$ cat config.mk
export PLATFORM = sky130hd
export DESIGN_NAME = column_readout_arbiter
export DESIGN_NICKNAME = d
export VERILOG_FILES = /design/src/rtl/col_readout_pkg.sv /design/src/rtl/readout_fifo.sv /design/src/rtl/column_readout_arbiter.sv
export SDC_FILE = /design/constraint.sdc
export NUM_CORES = 1
export LEC_CHECK = 0
export CAP_MARGIN = 15
export CORE_MARGIN = 2
export CORE_UTILIZATION = 52
export CTS_BUF_LIST = sky130_fd_sc_hd__clkbuf_4 sky130_fd_sc_hd__clkbuf_8
export DETAILED_ROUTE_END_ITERATION = 10
export GPL_ROUTABILITY_DRIVEN = 0
export PLACE_DENSITY = 0.95
export SLEW_MARGIN = 30
export SYNTH_ARGS = -nofsm -noshare
export SYNTH_HDL_FRONTEND = slang
export SYNTH_SLANG_ARGS = --single-unit
$ cat constraint.sdc
create_clock -name clk_40MHz -period 5.1 [get_ports clk_40MHz]
set_clock_uncertainty 0.05 [all_clocks]
set_input_delay 0.51 -clock clk_40MHz [delete_from_list [all_inputs] [get_ports clk_40MHz]]
set_output_delay 0.51 -clock clk_40MHz [all_outputs]
set_load 0.1 [all_outputs]
$ cat src/rtl/col_readout_pkg.sv
// rtl/col_readout_pkg.sv - shared constants, FSM encoding and hit-word field offsets
package col_readout_pkg;

    localparam int N_SP       = 8;
    localparam int DATA_W     = 26;
    localparam int IDX_W      = 3;
    localparam int FIFO_DEPTH = 4;
    localparam int TIMEOUT    = 16;
    localparam int CNT_W      = $clog2(FIFO_DEPTH) + 1;
    localparam int TMO_W      = $clog2(TIMEOUT) + 1;

    // Field layout of the per-pixel hit word
    localparam int TOA_MSB  = 25;
    localparam int TOA_LSB  = 17;
    localparam int FTOA_MSB = 16;
    localparam int FTOA_LSB = 12;
    localparam int TOT_MSB  = 11;
    localparam int TOT_LSB  = 4;

    typedef enum logic [1:0] {
        ST_IDLE    = 2'd0,
        ST_ACK     = 2'd1,
        ST_RELEASE = 2'd2
    } state_t;

    // Round-robin successor of a super-pixel index, wrapping at N_SP-1
    function automatic logic [IDX_W-1:0] next_idx(input logic [IDX_W-1:0] idx);
        return (idx == IDX_W'(N_SP - 1)) ? '0 : idx + 1'b1;
    endfunction

endpackage

$ cat src/rtl/readout_fifo.sv
// rtl/readout_fifo.sv - synchronous first-word-fall-through FIFO toward the serializer
module readout_fifo #(
    parameter int WIDTH = 29,
    parameter int DEPTH = 4
) (
    input  logic                     clk,
    input  logic                     rst,
    input  logic                     push,
    input  logic                     pop,
    input  logic [WIDTH-1:0]         din,
    output logic [WIDTH-1:0]         dout,
    output logic                     empty,
    output logic                     full,
    output logic [$clog2(DEPTH):0]   count
);

    localparam int AW = $clog2(DEPTH);

    logic [WIDTH-1:0] r_mem [DEPTH];
    logic [AW-1:0]    r_wr_ptr;
    logic [AW-1:0]    r_rd_ptr;
    logic [AW:0]      r_count;
    logic             w_do_push;
    logic             w_do_pop;

    assign empty     = (r_count == '0);
    assign full      = (r_count == (AW+1)'(DEPTH));
    assign w_do_push = push & ~full;
    assign w_do_pop  = pop & ~empty;
    // Head is shown directly; forced to zero when nothing is stored
    assign dout      = empty ? '0 : r_mem[r_rd_ptr];
    assign count     = r_count;

    // Storage array; contents are meaningless once count is reset
    always_ff @(posedge clk) begin
        if (w_do_push) begin
            r_mem[r_wr_ptr] <= din;
        end
    end

    // Pointers wrap naturally mod DEPTH; count unchanged on simultaneous push/pop
    always_ff @(posedge clk or posedge rst) begin
        if (rst) begin
            r_wr_ptr <= '0;
            r_rd_ptr <= '0;
            r_count  <= '0;
        end else begin
            if (w_do_push) begin
                r_wr_ptr <= r_wr_ptr + 1'b1;
            end
            if (w_do_pop) begin
                r_rd_ptr <= r_rd_ptr + 1'b1;
            end
            case ({w_do_push, w_do_pop})
                2'b10:   r_count <= r_count + 1'b1;
                2'b01:   r_count <= r_count - 1'b1;
                default: r_count <= r_count;
            endcase
        end
    end

endmodule

$ cat src/rtl/column_readout_arbiter.sv
// rtl/column_readout_arbiter.sv - round-robin column readout scheduler with tagged output FIFO
module column_readout_arbiter
    import col_readout_pkg::*;
(
    input  logic                      clk_40MHz,
    input  logic                      rst,
    input  logic                      readout_en,
    input  logic [N_SP-1:0]           sp_req,
    input  logic [N_SP*DATA_W-1:0]    sp_data,
    output logic [N_SP-1:0]           sp_ack,
    output logic                      out_valid,
    input  logic                      out_ready,
    output logic [IDX_W+DATA_W-1:0]   out_data,
    output logic [CNT_W-1:0]          fifo_count,
    output logic                      busy,
    output logic                      err_stuck
);

    state_t                     r_state;
    state_t                     w_state_nxt;
    logic [IDX_W-1:0]           r_grant;
    logic [IDX_W-1:0]           r_rr_ptr;
    logic [TMO_W-1:0]           r_tmo;
    logic                       r_err;

    logic                       w_found;
    logic [IDX_W-1:0]           w_sel;
    logic [IDX_W-1:0]           w_cand;
    int                         w_j;
    logic                       w_push;
    logic                       w_tmo_hit;
    logic                       w_fifo_empty;
    logic                       w_fifo_full;
    logic [DATA_W-1:0]          w_grant_data;

    // Round-robin search: first requesting pixel at or after rr_ptr
    always_comb begin
        w_found = 1'b0;
        w_sel   = '0;
        w_cand  = '0;
        w_j     = 0;
        for (int i = 0; i < N_SP; i++) begin
            w_j = int'(r_rr_ptr) + i;
            if (w_j >= N_SP) begin
                w_j = w_j - N_SP;
            end
            w_cand = IDX_W'(w_j);
            if (!w_found && sp_req[w_cand]) begin
                w_found = 1'b1;
                w_sel   = w_cand;
            end
        end
    end

    // Next-state logic; a grant needs room in the FIFO so the ACK push never overflows
    always_comb begin
        w_state_nxt = r_state;
        w_push      = 1'b0;
        w_tmo_hit   = 1'b0;
        case (r_state)
            ST_IDLE: begin
                if (readout_en && w_found && !w_fifo_full) begin
                    w_state_nxt = ST_ACK;
                end
            end
            ST_ACK: begin
                w_push      = 1'b1;
                w_state_nxt = ST_RELEASE;
            end
            ST_RELEASE: begin
                if (!sp_req[r_grant]) begin
                    w_state_nxt = ST_IDLE;
                end else if (r_tmo == TMO_W'(TIMEOUT - 1)) begin
                    w_tmo_hit   = 1'b1;
                    w_state_nxt = ST_IDLE;
                end
            end
            default: begin
                w_state_nxt = ST_IDLE;
            end
        endcase
    end

    // State register
    always_ff @(posedge clk_40MHz or posedge rst) begin
        if (rst) begin
            r_state <= ST_IDLE;
        end else begin
            r_state <= w_state_nxt;
        end
    end

    // Grant latch, round-robin pointer, release timeout and sticky stuck flag
    always_ff @(posedge clk_40MHz or posedge rst) begin
        if (rst) begin
            r_grant  <= '0;
            r_rr_ptr <= '0;
            r_tmo    <= '0;
            r_err    <= 1'b0;
        end else begin
            if (r_state == ST_IDLE && w_state_nxt == ST_ACK) begin
                r_grant <= w_sel;
            end
            if (r_state == ST_ACK) begin
                r_rr_ptr <= next_idx(r_grant);
            end
            if (r_state == ST_RELEASE) begin
                r_tmo <= r_tmo + 1'b1;
            end else begin
                r_tmo <= '0;
            end
            if (w_tmo_hit) begin
                r_err <= 1'b1;
            end
        end
    end

    // Data is taken from the granted pixel as presented during ACK
    assign w_grant_data = sp_data[r_grant*DATA_W +: DATA_W];

    assign sp_ack    = (r_state == ST_ACK) ? (N_SP'(1) << r_grant) : '0;
    assign busy      = (r_state != ST_IDLE);
    assign err_stuck = r_err;
    assign out_valid = ~w_fifo_empty;

    readout_fifo #(
        .WIDTH (IDX_W + DATA_W),
        .DEPTH (FIFO_DEPTH)
    ) u_fifo (
        .clk   (clk_40MHz),
        .rst   (rst),
        .push  (w_push),
        .pop   (out_valid & out_ready),
        .din   ({r_grant, w_grant_data}),
        .dout  (out_data),
        .empty (w_fifo_empty),
        .full  (w_fifo_full),
        .count (fifo_count)
    );

endmodule

==> results.md <==
STA:
- In this run the tightest slew margin relative to its limit is 0.2897.
- Setup repair after global routing left no endpoint under its margin.
- The accumulated negative setup slack is 0 ns.
- The number of failing hold endpoints at the final stage came to 0.
- The highest clock rate is 259.2 MHz.
- On the final layout, the worst hold slack is 0.4158 ns.
- Once routing completed, OpenROAD measured the worst setup slack at 1.241 ns.
- In the finished design, the share of the clock period the worst path needs comes to 0.7566.
- Setup violations remaining at the end of the flow were counted as 0.
- The final max-slew violation count was 0.
- The smallest clock period supported by the final layout is computed as around 3.9 ns.
- For the pin with the worst max-slew slack, the measured transition is 1.062 ns.

Power and ir drop:
- Power spread over the standard cell area amounts to 673.0 nW/um2.
- VDD sags by at most 0.4763 mV.
- The total leakage power is between 0.004 and 0.005 uW.

Detailed routing:
- The detailed-route wire length is 23550 um.
- The routed length on met2 is 12530 um.
- The wire length per cell is 23.89 um.
- The highest metal layer carrying signal wires in the routed design is met4.
- The total length of routed met3 wires is ~1700 um.
- The count of routing violations after the opening detailed-route iteration is around 500.
- The post-detailed-route via-to-cell ratio is 6.091.
- The post-detailed-route count of antenna-violating nets is 0.
- For this block, wires on met1 add up to 8525 um.
- Across all layers, the routed design uses 6006 vias.
- The post-detailed-route DRC marker count is 0.
- The first TritonRoute pass finished after 6 iterations.

Logic synthesis:
- The number of flops mapped to enable cells by yosys is ~120.
- The number of synthesis warnings is 0.
- Ranked by total cell area, the synthesized netlist is headed by sky130_fd_sc_hd__edfxtp_1 44%, sky130_fd_sc_hd__mux4_2 27%, sky130_fd_sc_hd__dfrtp_1 6.6%, sky130_fd_sc_hd__nand2_1 4.1%, sky130_fd_sc_hd__and2_1 3.0%.
- The cell with the most instances after synthesis is sky130_fd_sc_hd__edfxtp_1.
- The cell area after technology mapping is 7936 um2.
- The most common flop cell mapped by yosys is sky130_fd_sc_hd__edfxtp_1.
- The register bit total from synthesis is 137.
- The number of nets produced by synthesis is 765.
- The share of synthesized area in the top cell type comes to 0.4389.
- By count the netlist is led by 116 x sky130_fd_sc_hd__edfxtp_1, 96 x sky130_fd_sc_hd__mux4_2, 86 x sky130_fd_sc_hd__nand2_1.
- The largest area contributor in the synthesized netlist is sky130_fd_sc_hd__edfxtp_1.
- The cell count after synthesis came out at 529.
- The sequential cell area fraction in the yosys report is 0.5051.
- In the synthesized netlist the async set-or-reset flop fraction comes to 0.1533.
- The mean instance size in the synthesized netlist is 15.00 um2.
- Counting distinct cell types in the post-synthesis netlist gives 46.

Setup path:
- The critical path data arrival time is 3.30 ns.
- The class of the most critical setup path is reg2out.
- In this run the critical register-to-register path is launched from r_rr_ptr[0]$_DFFE_PP0P_.
- The worst register-to-register path ends at r_grant[2]$_DFFE_PP0P_.
- The kind of end point of the critical path is an output pin.
- The critical path data required time is roughly 4.5 ns.
- The cell depth of the worst flop-to-flop path is 9.
- In this run the register-to-register setup slack is 1.47 ns.
- The critical path ends at sp_ack[6].
- The highest fanout seen on the critical path is 38.
- The critical path launch point type is a register.
- In this run the worst setup path begins at r_grant[1]$_DFFE_PP0P_.

Global routing:
- The first-pass GRT wire length is 36290 um.
- The overflow left after global routing is 0.
- The number of antenna violations at the first check in global routing is 0.
- For this run, the total global-route usage over all layers was measured as 0.3018.
- Entering global routing, the biggest net connects 46 pins.
- The via count of the first global-routing pass was 6477.

Clock network:
- The clock tree from TritonCTS is yes.
- The cell sitting at the root of the clock tree is a sky130_fd_sc_hd__clkbuf_8.
- The total clock buffers created by CTS is 17.
- The H-tree level count is 4.
- The clock-pin transition on the worst setup and hold timing paths is roughly 0.07 ns.
- Hold repair after CTS inserted 0 buffers.
- The clock reaches the later pin of the worst-skew pair after roughly 0.43 ns.
- The maximum number of buffers from clock root to sink is 2.
- After clock tree synthesis, the repair step resized 0 gates.
- The number of post-CTS setup repair buffers is 0.
- The number of sinks driven by the clock tree is 137.

Placement:
- The wire-length estimate of the detail-placed layout is about 17000 um.
- Input and output buffers added on the ports amount to approximately 260.
- The cell total after placement is 954.
- The placed cell area is 10710 um2.
- Timing analysis after detailed placement gives a worst setup slack of ~1.6 ns.

Flow run:
- The number of max-cap violations is 0.

Die:
- The area of the core is 15030 um2.
- The die area is 16270 um2.
- During I/O placement, the number of pins put on the boundary was 263.
- The height of the die is 127.5 um.
- The initial cell density of the core is 0.5279.
- Measured along the x axis, the die boundary spans 127.5 um.
- Row generation in the floorplan step produced 45 rows.

Worst hold path:
- The worst hold-check path type is reg2reg.
- The number of stages on the worst hold path is 1.

Finish:
- The filler-free cell count of the finished design is 986.
- For this run, the post-layout net count is about 1000.
- In the final layout, the share of cells above drive strength 1 is 0.1830.
- With fillers left out, the area of the finished cells amounts to 11130 um2.
- The post-synthesis to final-layout area growth is 40.26%.
- The diode insertion count for antenna repair is 0.

Status:
- The flow ran to the end, and the final reports show no timing, DRC or antenna violations.
==> layout by cell type, fill, tap and decap left out, types with 2 or more instances in the layout <==
cell type                         count
sky130_fd_sc_hd__clkdlybuf4s50_1    261
sky130_fd_sc_hd__clkbuf_8            17
sky130_fd_sc_hd__mux2i_1             11
sky130_fd_sc_hd__nand2b_1             2
sky130_fd_sc_hd__or4_1                2
sky130_fd_sc_hd__clkinv_2             3
sky130_fd_sc_hd__buf_4               10
sky130_fd_sc_hd__a311oi_1             2
sky130_fd_sc_hd__o211ai_1             2
sky130_fd_sc_hd__ha_1                15
sky130_fd_sc_hd__a21o_1               2
sky130_fd_sc_hd__xnor2_1              7
sky130_fd_sc_hd__or3_1                3
sky130_fd_sc_hd__a22oi_1              2
sky130_fd_sc_hd__mux2i_4              3
sky130_fd_sc_hd__and3_1               7
sky130_fd_sc_hd__a21oi_1              5
sky130_fd_sc_hd__and2_1              38
sky130_fd_sc_hd__nand3_1              3
sky130_fd_sc_hd__nor2_1              15
sky130_fd_sc_hd__clkinvlp_4           2
sky130_fd_sc_hd__o31ai_1              3
sky130_fd_sc_hd__clkinv_4             2
sky130_fd_sc_hd__inv_1               21
sky130_fd_sc_hd__clkinv_1             4
sky130_fd_sc_hd__xor2_1               6
sky130_fd_sc_hd__dfrtp_4              2
sky130_fd_sc_hd__nand2_1             86
sky130_fd_sc_hd__bufinv_16            4
sky130_fd_sc_hd__mux4_2              96
sky130_fd_sc_hd__nor2b_1              2
sky130_fd_sc_hd__o21ai_0              7
sky130_fd_sc_hd__dfrtp_1             18
sky130_fd_sc_hd__edfxtp_1           116
==> state kept, by name (all words and copies together), names as in the netlist <==
register         count
u_fifo.r_mem       116
r_tmo                5
u_fifo.r_wr_ptr      2
r_grant              3
r_rr_ptr             3
err_stuck            1
u_fifo.count         3
u_fifo.r_rd_ptr      2
r_state              2
==> cell type report <==
class                      count  area [um2]
sequential                   137        4018
clock buffer                  17       234.0
inverter                      21       78.83
clock inverter                15       182.7
timing repair buffer         271        2688
fill                         923        3901
multi-input combinational    337        3696
tap                          188       235.2
==> logic make-up (layout without fill, tap and decap cells) <==
logic type	after synthesis	count (layout)	share of synthesized area
AOI/OAI and AO/OA	34	34	0.03153
xor gates and xnor gates	13	13	0.01435
adders and majority gates	16	16	0.02617
buffers and inverters	55	324	0.02932
DFF	137	137	0.5051
muxes	110	110	0.2948
and+or+nand+nor	164	164	0.09869
==> how the worst min path moves through the flow <==
stage                                      from               endpoint
after CTS                 err_stuck$_DFFE_PP0P_  err_stuck$_DFFE_PP0P_
after floorplan              r_tmo[0]$_DFF_PP0_     r_tmo[0]$_DFF_PP0_
after detailed placement  err_stuck$_DFFE_PP0P_  err_stuck$_DFFE_PP0P_
after global placement       r_tmo[0]$_DFF_PP0_     r_tmo[0]$_DFF_PP0_
after global routing         r_tmo[0]$_DFF_PP0_     r_tmo[0]$_DFF_PP0_
final                     err_stuck$_DFFE_PP0P_  err_stuck$_DFFE_PP0P_
==> per-stage QoR <==
stage | total power (uW) | utilization
floorplan | 5391 | -
global placement | 6379 | 0.7125
detailed placement | 6541 | 0.7127
CTS | 7511 | 0.7404
global route | 7824 | 0.7405
finish | 7491 | 0.7405
==> routing by layer <==
layer,vias to the layer above,track usage
met1,2975,0.3705
met4,0,0.1241
met2,376,0.5241
li1,2584,-
met5,-,0
met3,71,0.06323
==> critical path, cell delays in order (launching register included) <==
cell and delay [ns]:
sky130_fd_sc_hd__dfrtp_2 0.74, sky130_fd_sc_hd__buf_4 0.55, sky130_fd_sc_hd__ha_1 0.26, sky130_fd_sc_hd__and3_1 0.15
sky130_fd_sc_hd__clkdlybuf4s50_1 1.13
==> report_power, final <==
group          leakage, uW  total (uW)  internal [uW]  switching [uW]
Sequential         0.00132        1900           1620             282
Combinational      0.00249        4660           1680            2990
Clock             0.000205         924            524             400
Total              0.00401        7490           3820            3670
(Power assumes the default switching activity.)
